--- config.mk ---
export PLATFORM = sky130hd
export DESIGN_NAME = match_job_scheduler_flat
export DESIGN_NICKNAME = d
export VERILOG_FILES = /design/src/rtl/match_job_scheduler_pkg.sv /design/src/rtl/match_job_scheduler_if.sv /design/src/rtl/match_job_scheduler_fifo.sv /design/src/rtl/match_job_scheduler.sv /design/src/flat_wrapper.sv
export SDC_FILE = /design/constraint.sdc
export NUM_CORES = 1
export LEC_CHECK = 0
export CAP_MARGIN = 20
export CORE_ASPECT_RATIO = 1.5
export CORE_MARGIN = 1
export CORE_UTILIZATION = 40
export CTS_BUF_LIST = sky130_fd_sc_hd__clkbuf_2 sky130_fd_sc_hd__clkbuf_4 sky130_fd_sc_hd__clkbuf_8
export CTS_CLUSTER_DIAMETER = 50
export DETAILED_ROUTE_END_ITERATION = 8
export PLACE_DENSITY = 0.62
export REMOVE_ABC_BUFFERS = 1
export SYNTH_ARGS = -nofsm -noshare
export SYNTH_HDL_FRONTEND = slang
export SYNTH_SLANG_ARGS = --single-unit
--- constraint.sdc ---
create_clock -name clock -period 4.1 [get_ports clock]
set_input_delay 1.23 -clock clock [delete_from_list [all_inputs] [get_ports clock]]
set_output_delay 1.23 -clock clock [all_outputs]
set_load 0.01 [all_outputs]
--- src/rtl/match_job_scheduler_pkg.sv ---
// Shared types and default sizing for the pattern-match job scheduler.
package match_sched_pkg;
   localparam int DEF_DEPTH   = 4;
   localparam int DEF_PID_W   = 4;
   localparam int DEF_TIMEOUT = 64;
   localparam int DEF_CNT_W   = 8;

   typedef enum logic [2:0] {
      IDLE   = 3'd0,
      LAUNCH = 3'd1,
      WAIT   = 3'd2,
      ABORT  = 3'd3,
      REPORT = 3'd4
   } state_e;
endpackage

--- src/rtl/match_job_scheduler_if.sv ---
// Host job channel, matcher control channel and result channel of the scheduler.
interface match_sched_if #(parameter int PID_W = 4);
   logic             job_valid;
   logic             job_ready;
   logic [PID_W-1:0] job_pat_id;
   logic             m_ready;
   logic [PID_W-1:0] m_pat_id;
   logic             m_done;
   logic             m_found;
   logic             m_error;
   logic             m_abort;
   logic             res_valid;
   logic             res_ack;
   logic [PID_W-1:0] res_pat_id;
   logic             res_found;
   logic             res_error;
   logic             res_timeout;

   modport slave (
      input  job_valid, job_pat_id, m_done, m_found, m_error, res_ack,
      output job_ready, m_ready, m_pat_id, m_abort,
             res_valid, res_pat_id, res_found, res_error, res_timeout
   );

   modport master (
      output job_valid, job_pat_id, m_done, m_found, m_error, res_ack,
      input  job_ready, m_ready, m_pat_id, m_abort,
             res_valid, res_pat_id, res_found, res_error, res_timeout
   );
endinterface

--- src/rtl/match_job_scheduler_fifo.sv ---
// Synchronous DEPTH x W job FIFO; a push while full or a pop while empty is dropped.
module job_fifo #(
   parameter int DEPTH = 4,
   parameter int W     = 4
) (
   input  logic                     clock,
   input  logic                     reset_N,
   input  logic                     push,
   input  logic [W-1:0]             din,
   input  logic                     pop,
   output logic [W-1:0]             dout,
   output logic                     full,
   output logic                     empty,
   output logic [$clog2(DEPTH):0]   count
);
   localparam int AW = $clog2(DEPTH);
   localparam int CW = AW + 1;

   logic [W-1:0]  mem_q [DEPTH];
   logic [AW-1:0] wr_ptr_q, wr_ptr_d;
   logic [AW-1:0] rd_ptr_q, rd_ptr_d;
   logic [CW-1:0] count_q, count_d;
   logic          wr_en, rd_en;

   assign full  = (count_q == CW'(DEPTH));
   assign empty = (count_q == '0);
   assign count = count_q;
   assign dout  = mem_q[rd_ptr_q];
   assign wr_en = push && !full;
   assign rd_en = pop && !empty;

   // Pointers are exactly AW bits, so the increment wraps modulo DEPTH.
   always_comb begin
      wr_ptr_d = wr_ptr_q;
      rd_ptr_d = rd_ptr_q;
      count_d  = count_q;
      if (wr_en) wr_ptr_d = wr_ptr_q + AW'(1);
      if (rd_en) rd_ptr_d = rd_ptr_q + AW'(1);
      case ({wr_en, rd_en})
         2'b10:   count_d = count_q + CW'(1);
         2'b01:   count_d = count_q - CW'(1);
         default: count_d = count_q;
      endcase
   end

   always_ff @(posedge clock) begin
      if (!reset_N) begin
         wr_ptr_q <= '0;
         rd_ptr_q <= '0;
         count_q  <= '0;
      end else begin
         wr_ptr_q <= wr_ptr_d;
         rd_ptr_q <= rd_ptr_d;
         count_q  <= count_d;
      end
   end

   always_ff @(posedge clock) begin
      if (wr_en) mem_q[wr_ptr_q] <= din;
   end
endmodule

--- src/rtl/match_job_scheduler.sv ---
// Launches queued pattern-match jobs one at a time, watches for done or timeout,
// and reports each result with running hit/error statistics.
module match_job_scheduler
   import match_sched_pkg::*;
#(
   parameter int DEPTH   = DEF_DEPTH,
   parameter int PID_W   = DEF_PID_W,
   parameter int TIMEOUT = DEF_TIMEOUT,
   parameter int CNT_W   = DEF_CNT_W
) (
   input  logic                     clock,
   input  logic                     reset_N,
   match_sched_if.slave             bus,
   output logic                     busy,
   output logic [$clog2(DEPTH):0]   fifo_count,
   output logic [CNT_W-1:0]         hit_count,
   output logic [CNT_W-1:0]         err_count
);
   localparam int TW = $clog2(TIMEOUT);

   state_e           state_q, state_d;
   logic [TW-1:0]    cnt_q, cnt_d;
   logic [PID_W-1:0] m_pat_id_q, m_pat_id_d;
   logic [PID_W-1:0] res_pat_id_q, res_pat_id_d;
   logic             res_found_q, res_found_d;
   logic             res_error_q, res_error_d;
   logic             res_timeout_q, res_timeout_d;
   logic [CNT_W-1:0] hit_q, hit_d;
   logic [CNT_W-1:0] err_q, err_d;
   logic             hit_inc, err_inc;
   logic             pop;
   logic             fifo_full, fifo_empty;
   logic [PID_W-1:0] fifo_head;

   job_fifo #(.DEPTH(DEPTH), .W(PID_W)) u_fifo (
      .clock   (clock),
      .reset_N (reset_N),
      .push    (bus.job_valid),
      .din     (bus.job_pat_id),
      .pop     (pop),
      .dout    (fifo_head),
      .full    (fifo_full),
      .empty   (fifo_empty),
      .count   (fifo_count)
   );

   always_comb begin
      state_d       = state_q;
      cnt_d         = cnt_q;
      m_pat_id_d    = m_pat_id_q;
      res_pat_id_d  = res_pat_id_q;
      res_found_d   = res_found_q;
      res_error_d   = res_error_q;
      res_timeout_d = res_timeout_q;
      hit_inc       = 1'b0;
      err_inc       = 1'b0;
      pop           = 1'b0;
      bus.m_ready   = 1'b0;
      bus.m_abort   = 1'b0;
      case (state_q)
         IDLE: begin
            if (!fifo_empty) begin
               state_d    = LAUNCH;
               m_pat_id_d = fifo_head;
            end
         end
         LAUNCH: begin
            bus.m_ready = 1'b1;
            pop         = 1'b1;
            cnt_d       = '0;
            state_d     = WAIT;
         end
         WAIT: begin
            // A done arriving on the last allowed cycle still counts as a normal finish.
            if (bus.m_done) begin
               res_found_d   = bus.m_found;
               res_error_d   = bus.m_error;
               res_timeout_d = 1'b0;
               res_pat_id_d  = m_pat_id_q;
               hit_inc       = bus.m_found && !bus.m_error;
               err_inc       = bus.m_error;
               state_d       = REPORT;
            end else if (cnt_q == TW'(TIMEOUT - 1)) begin
               state_d = ABORT;
            end else begin
               cnt_d = cnt_q + TW'(1);
            end
         end
         ABORT: begin
            bus.m_abort   = 1'b1;
            res_found_d   = 1'b0;
            res_error_d   = 1'b0;
            res_timeout_d = 1'b1;
            res_pat_id_d  = m_pat_id_q;
            err_inc       = 1'b1;
            state_d       = REPORT;
         end
         REPORT: begin
            if (bus.res_ack) state_d = IDLE;
         end
         default: state_d = IDLE;
      endcase
      hit_d = (hit_inc && hit_q != '1) ? hit_q + CNT_W'(1) : hit_q;
      err_d = (err_inc && err_q != '1) ? err_q + CNT_W'(1) : err_q;
   end

   always_ff @(posedge clock) begin
      if (!reset_N) begin
         state_q       <= IDLE;
         cnt_q         <= '0;
         m_pat_id_q    <= '0;
         res_pat_id_q  <= '0;
         res_found_q   <= 1'b0;
         res_error_q   <= 1'b0;
         res_timeout_q <= 1'b0;
         hit_q         <= '0;
         err_q         <= '0;
      end else begin
         state_q       <= state_d;
         cnt_q         <= cnt_d;
         m_pat_id_q    <= m_pat_id_d;
         res_pat_id_q  <= res_pat_id_d;
         res_found_q   <= res_found_d;
         res_error_q   <= res_error_d;
         res_timeout_q <= res_timeout_d;
         hit_q         <= hit_d;
         err_q         <= err_d;
      end
   end

   assign bus.job_ready   = !fifo_full;
   assign bus.m_pat_id    = m_pat_id_q;
   assign bus.res_valid   = (state_q == REPORT);
   assign bus.res_pat_id  = res_pat_id_q;
   assign bus.res_found   = res_found_q;
   assign bus.res_error   = res_error_q;
   assign bus.res_timeout = res_timeout_q;
   assign busy            = (state_q != IDLE) || !fifo_empty;
   assign hit_count       = hit_q;
   assign err_count       = err_q;
endmodule
--- src/flat_wrapper.sv ---
// flat-port wrapper written by rule: the top's interface ports become plain ports
module match_job_scheduler_flat import match_sched_pkg::*;
#(
   parameter int DEPTH   = DEF_DEPTH,
   parameter int PID_W   = DEF_PID_W,
   parameter int TIMEOUT = DEF_TIMEOUT,
   parameter int CNT_W   = DEF_CNT_W
)
  (clock, reset_N, busy, fifo_count, hit_count, err_count, bus_job_valid, bus_job_pat_id, bus_m_done, bus_m_found, bus_m_error, bus_res_ack, bus_job_ready, bus_m_ready, bus_m_pat_id, bus_m_abort, bus_res_valid, bus_res_pat_id, bus_res_found, bus_res_error, bus_res_timeout);
  match_sched_if #(.PID_W(PID_W)) bus_i ();
  input  logic clock;
  input  logic reset_N;
  output logic busy;
  output logic [$clog2(DEPTH):0] fifo_count;
  output logic [CNT_W-1:0] hit_count;
  output logic [CNT_W-1:0] err_count;
  input wire logic [$bits(bus_i.job_valid)-1:0] bus_job_valid;
  input wire logic [$bits(bus_i.job_pat_id)-1:0] bus_job_pat_id;
  input wire logic [$bits(bus_i.m_done)-1:0] bus_m_done;
  input wire logic [$bits(bus_i.m_found)-1:0] bus_m_found;
  input wire logic [$bits(bus_i.m_error)-1:0] bus_m_error;
  input wire logic [$bits(bus_i.res_ack)-1:0] bus_res_ack;
  output wire logic [$bits(bus_i.job_ready)-1:0] bus_job_ready;
  output wire logic [$bits(bus_i.m_ready)-1:0] bus_m_ready;
  output wire logic [$bits(bus_i.m_pat_id)-1:0] bus_m_pat_id;
  output wire logic [$bits(bus_i.m_abort)-1:0] bus_m_abort;
  output wire logic [$bits(bus_i.res_valid)-1:0] bus_res_valid;
  output wire logic [$bits(bus_i.res_pat_id)-1:0] bus_res_pat_id;
  output wire logic [$bits(bus_i.res_found)-1:0] bus_res_found;
  output wire logic [$bits(bus_i.res_error)-1:0] bus_res_error;
  output wire logic [$bits(bus_i.res_timeout)-1:0] bus_res_timeout;
  assign bus_i.job_valid = bus_job_valid;
  assign bus_i.job_pat_id = bus_job_pat_id;
  assign bus_i.m_done = bus_m_done;
  assign bus_i.m_found = bus_m_found;
  assign bus_i.m_error = bus_m_error;
  assign bus_i.res_ack = bus_res_ack;
  assign bus_job_ready = bus_i.job_ready;
  assign bus_m_ready = bus_i.m_ready;
  assign bus_m_pat_id = bus_i.m_pat_id;
  assign bus_m_abort = bus_i.m_abort;
  assign bus_res_valid = bus_i.res_valid;
  assign bus_res_pat_id = bus_i.res_pat_id;
  assign bus_res_found = bus_i.res_found;
  assign bus_res_error = bus_i.res_error;
  assign bus_res_timeout = bus_i.res_timeout;
  match_job_scheduler #(.DEPTH(DEPTH), .PID_W(PID_W), .TIMEOUT(TIMEOUT), .CNT_W(CNT_W)) u_core (.clock(clock), .reset_N(reset_N), .bus(bus_i), .busy(busy), .fifo_count(fifo_count), .hit_count(hit_count), .err_count(err_count));
endmodule
==> impl_metrics.py, run 1 <==
metrics = {
    "routing": {
        "drt_iter0_markers": 157,
        "drt_wl_total_um": 5370,
        "route.detailed.drc": 0,
        "met2_length_um": 2680,
        "wl_met1_um": 2400,
        "vias": 2028,
        "routed-wl-met3_um": 174,
        "final_antenna_net_count": 0,
        "wire_per_inst_um": 13.9,
        "routed_via_density": 5.27,
        "routed.top_layer": "met4",
        "dr.pass1.iters": 4,
    },
    "global_route": {
        "grt_pass1_wl_um": 8810,
        "grt_pass1_vias": 1942,
        "grt_overflow": 0,
        "grtUsageTotal": 0.172,
        "grt_max_degree": 18,
        "grt_antenna_before_repair": 0,
    },
    "power_and_ir_drop": {
        "power_density_nw_per_um2": 494,
        "leakagePower_nw": 1.19,
        "peakVddDrop_v": 0.000317,
    },
    "setup_path": {
        "cp_slowest_cell": "or3b_2",
        "start_kind": "flip-flop",
        "worst-path-max-fanout": 10,
        "criticalPathCategory": "reg -> out",
        "ff2ff_path_depth": 8,
        "required_ps": 2870,
        "crit_buf_inv": 2,
        "worst-r2r-setup-slack_ps": 1400,
        "timing.rr.start": "u_core.state_q[0]",
        "crit_path_end_kind": "primary output",
        "arrival_ps": 2090,
        "crit_chain": "or3b_2 -> inv_1 -> clkdlybuf4s50_1",
        "slowest_delay_ps": 560,
        "reg2reg_to": "u_core.u_fifo.count[2]",
        "cp_top_family": "buffers and inverters",
    },
    "die": {
        "fp.dieH_um": 102,
        "coreArea_um2": 6490,
        "io_pins": 46,
        "initial_core_util": 0.411,
        "rows": 36,
        "die_w_um": 68.6,
        "die_area_um2": 7000,
    },
    "yosys": {
        "yosysSeqAreaShare": 0.503,
        "synth.avg_cell_area_um2": 10.3,
        "synthAdderAreaFrac": 0.0451,
        "synthMuxAreaShare": 0.0714,
        "synthDistinctLibCells": 44,
        "synth_area_leaders": "dfxtp_1 32%, edfxtp_1 18%, a21oi_1 4.1%",
        "synthXorXnorAreaFrac": 0.0296,
        "synth_edf_count": 16,
        "synth_top_family_by_area": "simple AND/OR/NAND/NOR gates",
        "synthSimpleGateAreaFrac": 0.204,
        "async_reset_ff_frac": 0,
        "synth_cells": 259,
        "yosysWarningCount": 0,
        "synth_top_area_cell": "dfxtp_1",
        "synth-compound-area-share": 0.105,
        "ys_ff_latch": 59,
        "netlist.area_leader.share": 0.323,
        "syn-cell-area_um2": 2670,
        "synthFlopType": "dfxtp_1",
    },
    "place": {
        "hpwlAfterDp_um": 3860,
        "gp_congestion": 0.749,
        "io_buffers": 45,
    },
    "worst_hold_path": {
        "worstHoldStart": "u_core.bus.res_found",
        "hold_end": "u_core.bus.res_found",
        "hold_class": "reg -> reg",
        "hold_depth": 2,
    },
    "final_layout": {
        "syn_to_final_growth_pct": 25.6,
        "final_cell_mix": "45 x clkdlybuf4s50_1, 43 x dfxtp_1, 24 x nor2_1",
        "antenna_cells": 0,
        "layout_commonest_cell": "clkdlybuf4s50_1",
        "drive_above_1_share": 0.0809,
        "nNetsFinal": 324,
    },
    "run": {
        "drv_cap": 0,
    },
    "cts": {
        "holdBufCountCts": 0,
        "clkSinkCount": 59,
        "cts_tree": "yes",
        "clk_pin_slew_worst_paths_ps": 70,
        "worstSkewPairLatency_ps": 340,
        "cts_setup_buffers": 0,
        "cts_buffers": 9,
        "clockRootBuffer": "clkbuf_8",
        "cts_buffer_depth": 2,
        "htree_num_levels": 3,
        "cts_resized": 0,
    },
    "sta": {
        "drv_slew": 0,
        "holdWs_ps": 475,
        "hold_viol_final": 0,
        "tightest_slew_ps": 545,
        "setup_viol": 0,
        "tns_ps": 0,
        "finalCritPeriodShare": 0.810,
        "min_period_ps": 3320,
        "relSlewSlack": 0.636,
        "fmax_ghz": 0.301,
        "rsz0062_at_grt": "no",
        "fin_worst_skew_ps": 12.4,
    },
    "outcome": {
        "status": "completed",
    },
}
==> synthesized netlist by cell type, drive strengths merged, types with 3 or more instances <==
cell / n
nand4: 4
nor3: 3
xor2: 6
and3: 8
nand2: 15
mux2i: 10
or4: 5
dfxtp: 43
buf: 4
ha: 8
o31ai: 6
mux4: 4
xnor2: 3
edfxtp: 16
o211ai: 3
nor3b: 3
a21oi: 22
or3b: 3
inv: 14
nor2: 24
clkbuf: 8
and2: 4
o21ai: 8
or3: 6
nand3: 11
==> where the power goes <==
part	internal (W)	leakage [nW]	total (W)	switching (W)
Clock	0.000282	0.0985	0.000510	0.000228
Sequential	0.000660	0.495	0.000729	0.0000686
Combinational	0.000214	0.597	0.000413	0.000200
==> cell type report <==
type	count	area (um2)
tap	76	95.1
fill	609	3140
clock buffer	10	131
clock inverter	6	56.3
multi-input combinational	174	1210
inverter	14	52.6
timing repair buffer	46	458
sequential	59	1340
==> metrics by stage <==
| stage | total power (W) | util | cell area [um2] | std cells | setup WS, ps |
|---|---|---|---|---|---|
| floorplan | 0.000980 | - | 2610 | 247 | 1430 |
| global placement | 0.00115 | 0.487 | 3160 | 369 | 925 |
| detailed placement | 0.00116 | 0.487 | 3160 | 369 | 808 |
| CTS | 0.00167 | 0.516 | 3350 | 385 | 784 |
| global route | 0.00174 | 0.516 | 3350 | 385 | 693 |
| finish | 0.00165 | 0.516 | 3350 | 385 | 780 |
==> worst reg2reg max path: stages, from the launching register on <==
cell     delay [ps]
dfxtp_1         540
or3b_2          570
nor2_1          230
ha_1            230
inv_1            70
fa_1            380
xor2_1          160
or3_1           310
a21oi_1         150
==> logic make-up after synthesis <==
family,count (synthesis)
xor+xnor,9
buf+inv,26
compound gates,46
mux,14
simple gates,96
fa+ha+maj,9
flops,59
==> layer usage <==
metal | up-vias | track usage
met4 | 0 | 0.0913
li1 | 1027 | -
met3 | 10 | 0.0424
met5 | - | 0
met1 | 957 | 0.206
met2 | 34 | 0.278
==> how the worst max path moves through the flow <==
stage | start | to | slack [ps] | cells after the start
floorplan | bus_job_valid | u_core.u_fifo.count[2] | 1430 | 8
global placement | bus_job_valid | u_core.u_fifo.count[2] | 930 | 9
detailed placement | bus_job_valid | u_core.u_fifo.count[2] | 810 | 9
CTS | u_core.state_q[0] | bus_m_ready | 780 | 3
global route | u_core.state_q[0] | bus_m_ready | 690 | 3
finish | u_core.state_q[0] | bus_m_ready | 780 | 3
==> state kept, by name, indices dropped and copies added (netlist names) <==
| signal | cells |
|---|---|
| u_core.hit_count | 8 |
| u_core.err_count | 8 |
| u_core.bus.m_pat_id | 4 |
| u_core.bus.res_timeout | 1 |
| u_core.u_fifo.mem_q | 16 |
| u_core.bus.res_found | 1 |
| u_core.bus.res_pat_id | 4 |
| u_core.state_q | 3 |
| u_core.cnt_q | 6 |
| u_core.bus.res_error | 1 |
| u_core.u_fifo.count | 3 |
| u_core.u_fifo.wr_ptr_q | 2 |
| u_core.u_fifo.rd_ptr_q | 2 |
(Power assumes the default switching activity.)
==> run 2, diff against run 1 <==
Settings changed: PLACE_DENSITY 0.62 to 0.65.
Clock period 4.1 ns to 3 ns, I/O delays scaled along.
==> run 2 against run 1 <==
Sequential cell count unchanged. Register-to-register slack worse by 940 ps. Setup slack worse by 630 ps. Sequential share of layout area down 0.13 points. Global-route usage up 0.058 points. Die area unchanged. Critical path type unchanged. Largest power group unchanged.
==> impl_metrics.py, run 2 (synthesis results as in run 1) <==
metrics = {
    "power_and_ir_drop": {
        "power_w": 0.00219,
        "peakVddDrop_v": 0.000385,
        "leakagePower_nw": 1.19,
        "power_density_nw_per_um2": 653,
    },
    "setup_path": {
        "criticalPathCategory": "reg -> out",
        "slowest_delay_ps": 590,
        "required_ps": 2100,
        "endpoint": "bus_m_ready",
        "reg2reg_to": "u_core.u_fifo.count[2]",
        "crit_chain": "or3b_2 -> inv_1 -> clkdlybuf4s50_1",
        "cp_slowest_cell": "or3b_2",
        "crit_path_end_kind": "primary output",
        "worst-r2r-setup-slack_ps": 460,
        "ff2ff_path_depth": 8,
        "critPathLaunch": "u_core.state_q[2]",
        "timing.rr.start": "u_core.state_q[2]",
        "arrival_ps": 1950,
        "start_kind": "flip-flop",
        "worst-path-max-fanout": 8,
    },
    "global_route": {
        "grt_pass1_vias": 1905,
        "grt_pass1_wl_um": 8820,
        "grt_max_degree": 34,
        "grtUsageTotal": 0.173,
        "grt_antenna_before_repair": 0,
        "grt_overflow": 0,
    },
    "die": {
        "coreArea_um2": 6490,
        "io_pins": 46,
        "rows": 36,
        "die_w_um": 68.6,
        "initial_core_util": 0.411,
        "die_area_um2": 7000,
        "fp.dieH_um": 102,
    },
    "final_layout": {
        "nNetsFinal": 328,
        "layout_commonest_cell": "clkdlybuf4s50_1",
        "fillers": 616,
        "max_flop_register": "u_core.u_fifo.mem_q",
        "syn_to_final_growth_pct": 26.0,
        "largest_register_ffs": 16,
        "final_cell_mix": "45 x clkdlybuf4s50_1, 43 x dfxtp_1, 24 x nor2_1",
        "finish.utilization": 0.518,
        "drive_above_1_share": 0.0958,
        "antenna_cells": 0,
    },
    "place": {
        "io_buffers": 45,
        "pre_cts_slack_ps": 67.7,
        "hpwlAfterDp_um": 3900,
        "gp_congestion": 0.760,
    },
    "cts": {
        "cts_resized": 0,
        "cts_buffers": 9,
        "clkSinkCount": 59,
        "cts_buffer_depth": 2,
        "cts_tree": "yes",
        "holdBufCountCts": 0,
        "cts_setup_buffers": 0,
        "htree_num_levels": 3,
        "worstSkewPairLatency_ps": 340,
        "clockRootBuffer": "clkbuf_8",
        "clk_pin_slew_worst_paths_ps": 70,
    },
    "routing": {
        "drt_iter0_markers": 144,
        "vias": 2036,
        "dr.pass1.iters": 4,
        "final_antenna_net_count": 0,
        "wire_per_inst_um": 14.0,
        "drt_wl_total_um": 5430,
        "route.detailed.drc": 0,
        "routed_via_density": 5.23,
    },
    "worst_hold_path": {
        "hold_class": "reg -> reg",
    },
    "sta": {
        "finalCritPeriodShare": 0.950,
        "drv_slew": 0,
        "setup_viol": 0,
        "relSlewSlack": 0.651,
        "fmax_ghz": 0.351,
        "fin_worst_skew_ps": 10.9,
        "tightest_slew_ps": 519,
        "rsz0062_at_grt": "no",
        "setup_ws_ps": 151,
        "tns_ps": 0,
        "min_period_ps": 2850,
        "hold_viol_final": 0,
    },
    "outcome": {
        "status": "completed",
    },
    "run": {
        "drv_cap": 0,
    },
}
==> run 2: critical path: cells and delay by family (launching register included) <==
| family | cells | cell delay [ps] |
|---|---|---|
| flip-flops | 1 | 390 |
| buffers and inverters | 2 | 640 |
| AND/OR/NAND/NOR | 1 | 590 |
==> run 2: report_power, final <==
| group | total (W) | switching (W) | internal, W |
|---|---|---|---|
| sequential | 0.000978 | 0.0000759 | 0.000902 |
| clock | 0.000621 | 0.000327 | 0.000294 |
| combinational | 0.000594 | 0.000292 | 0.000303 |
==> run 2: cell type report <==
type                    count  area, um2  share of cell area
multi-input cells         174       1210               0.361
repair buffers             50        488               0.145
inverters                  14       52.6              0.0156
clock inverters             7       45.0              0.0134
clock buffers               9        124              0.0369
flip-flops and latches     59       1340               0.399
well taps                  76       95.1              0.0283
==> run 2: through the flow <==
step	hold WS, ps	cells	cell area, um2
3_3_place_gp	447	373	3190
6_report	469	389	3360
5_1_grt	510	389	3360
4_1_cts	468	389	3360
3_5_place_dp	449	373	3190
2_1_floorplan	460	247	2610
==> run 2: metal layers <==
layer	global-route usage	wire [um]	up-vias
met2	0.284	2830	33
met5	0	0	-
li1	-	-	1036
met1	0.202	2300	960
met4	0.0817	99	0
met3	0.0502	200	7
==> run 2: worst min-delay path by stage <==
stage / start / endpoint / slack (ps) / cells past startpoint
6_report: u_core.bus.res_timeout / u_core.bus.res_timeout / 470 / 2
5_1_grt: u_core.err_count[5] / u_core.err_count[5] / 510 / 2
4_1_cts: u_core.bus.res_timeout / u_core.bus.res_timeout / 470 / 2
3_5_place_dp: u_core.bus.res_timeout / u_core.bus.res_timeout / 450 / 2
3_3_place_gp: u_core.bus.res_timeout / u_core.bus.res_timeout / 450 / 2
2_1_floorplan: u_core.cnt_q[1] / u_core.cnt_q[1] / 460 / 2
==> run 3, diff against run 2 <==
Settings changed: PLACE_DENSITY 0.65 to 0.73.
==> run 3 against run 2 <==
Worst hold slack better by 5.2 ps. First-iteration DRC count is 14% lower. Core utilization is 0.33 points higher. Via count is 0.98% higher. Non-clock buffer count stayed put. Setup slack better by 2.2 ps. Highest routed layer unchanged. Clock skew is 1.5 ps lower. Maximum frequency hardly changed. Combinational power hardly changed. Die area stayed put. Sequential cell count stayed put.
==> impl_metrics.py, run 3 (synthesis results as in run 1) <==
metrics = {
    "outcome": {
        "status": "completed",
    },
    "routing": {
        "drt_iter0_markers": 124,
        "route.detailed.drc": 0,
        "drt_wl_total_um": 5240,
        "vias": 2056,
        "routed_via_density": 5.29,
        "final_antenna_net_count": 0,
        "wire_per_inst_um": 13.5,
        "dr.pass1.iters": 4,
    },
    "final_layout": {
        "final_cell_mix": "45 x clkdlybuf4s50_1, 43 x dfxtp_1, 24 x nor2_1",
        "nNetsFinal": 328,
        "syn_to_final_growth_pct": 26.8,
        "finish.utilization": 0.521,
        "antenna_cells": 0,
        "max_flop_register": "u_core.u_fifo.mem_q",
        "drive_above_1_share": 0.0990,
        "largest_register_ffs": 16,
        "fillers": 616,
        "layout_commonest_cell": "clkdlybuf4s50_1",
    },
    "die": {
        "die_w_um": 68.6,
        "die_area_um2": 7000,
        "initial_core_util": 0.411,
        "rows": 36,
        "fp.dieH_um": 102,
        "io_pins": 46,
        "coreArea_um2": 6490,
    },
    "setup_path": {
        "arrival_ps": 1950,
        "ff2ff_path_depth": 8,
        "reg2reg_to": "u_core.u_fifo.count[2]",
        "worst-r2r-setup-slack_ps": 470,
        "criticalPathCategory": "reg -> out",
        "worst-path-max-fanout": 8,
        "timing.rr.start": "u_core.state_q[2]",
        "start_kind": "flip-flop",
        "crit_path_end_kind": "primary output",
        "required_ps": 2100,
    },
    "place": {
        "pre_cts_slack_ps": 85.3,
        "gp_congestion": 0.758,
        "io_buffers": 45,
        "hpwlAfterDp_um": 3820,
    },
    "global_route": {
        "grt_max_degree": 21,
        "grt_pass1_wl_um": 8510,
        "grt_antenna_before_repair": 0,
        "top_usage_layer": "met2",
        "grt_overflow": 0,
        "grt_util_met2": 0.271,
        "grtUsageTotal": 0.166,
        "grt_pass1_vias": 1896,
        "met3_usage": 0.0335,
        "use_met1": 0.199,
    },
    "sta": {
        "rsz0062_at_grt": "no",
        "hold_viol_final": 0,
        "tightest_slew_ps": 512,
        "setup_ws_ps": 153,
        "setup_viol": 0,
        "holdWs_ps": 474,
        "finalCritPeriodShare": 0.949,
        "fin_worst_skew_ps": 9.43,
        "fmax_ghz": 0.351,
        "tns_ps": 0,
        "drv_slew": 0,
        "min_period_ps": 2850,
        "relSlewSlack": 0.658,
    },
    "cts": {
        "cts_resized": 0,
        "cts_buffer_depth": 2,
        "cts_tree": "yes",
        "cts_buffers": 9,
        "worstSkewPairLatency_ps": 340,
        "cts_setup_buffers": 0,
        "clk_pin_slew_worst_paths_ps": 70,
        "clockRootBuffer": "clkbuf_8",
        "clkSinkCount": 59,
        "htree_num_levels": 3,
        "holdBufCountCts": 0,
    },
    "power_and_ir_drop": {
        "pwr-share-clk": 0.288,
        "switching_power_w": 0.000702,
        "swShare": 0.317,
        "peakVddDrop_v": 0.000368,
        "leakagePower_nw": 1.20,
        "p_seq_frac": 0.442,
        "power_density_nw_per_um2": 654,
        "comb_power_share": 0.270,
        "p_int_w": 0.00151,
    },
    "worst_hold_path": {
        "hold_class": "reg -> reg",
        "worstHoldStart": "u_core.bus.res_timeout",
        "hold_end": "u_core.bus.res_timeout",
        "hold_depth": 2,
    },
    "run": {
        "drv_cap": 0,
    },
}
==> run 3: changes by cell type in the layout (fill, tap and decap cells not counted) <==
cell,before,now
buf_12,0,1
clkinv_1,1,0
inv_6,0,1
clkinv_2,2,1
clkinv_4,1,2
buf_4,5,4
==> run 3: per-layer routing <==
layer,up-vias,share of wire,wire (um)
li1,1035,-,-
met1,975,0.43,2250
met2,38,0.51,2680
met3,8,0.037,193
met4,0,0.023,122
met5,-,0,0
==> run 3: area by class of cell <==
type                            instances  area, um2  share of cell area
Timing Repair Buffer                   50        500               0.148
Inverter                               14       52.6              0.0155
Sequential cell                        59       1340               0.397
Clock buffer                            9        124              0.0367
Tap cell                               76       95.1              0.0281
Multi-Input combinational cell        174       1210               0.359
Clock inverter                          7       53.8              0.0159
==> run 3: power groups by stage <==
stage | Combinational [W] | Sequential [W] | Clock (W)
after floorplan | 0.000329 | 0.00101 | 0
after global placement | 0.000588 | 0.000992 | 0
after detailed placement | 0.000598 | 0.000996 | 0
after CTS | 0.000601 | 0.000979 | 0.000652
after global routing | 0.000656 | 0.000993 | 0.000691
final | 0.000596 | 0.000977 | 0.000638
==> run 3: worst max-delay path: stages (launching register included) <==
cell	delay (ps)
dfxtp_1	390
or3b_2	580
inv_1	100
clkdlybuf4s50_1	540
==> run 3: worst max path at each step <==
stage / from / end / slack, ps / cells past startpoint
final: u_core.state_q[2] / bus_m_ready / 150 / 3
after global routing: u_core.state_q[2] / bus_m_ready / 80 / 3
after CTS: u_core.state_q[2] / bus_m_ready / 140 / 3
after detailed placement: bus_job_valid / u_core.u_fifo.count[2] / 90 / 9
after global placement: bus_job_valid / u_core.u_fifo.count[2] / 160 / 9
after floorplan: u_core.state_q[0] / u_core.u_fifo.count[2] / 570 / 8
==> run 3: stage by stage <==
stage          cells  area (um2)  total power [W]
6_report         389        3380          0.00221
5_1_grt          389        3380          0.00234
4_1_cts          389        3380          0.00223
3_5_place_dp     373        3200          0.00159
3_3_place_gp     373        3200          0.00158
2_1_floorplan    247        2610          0.00134
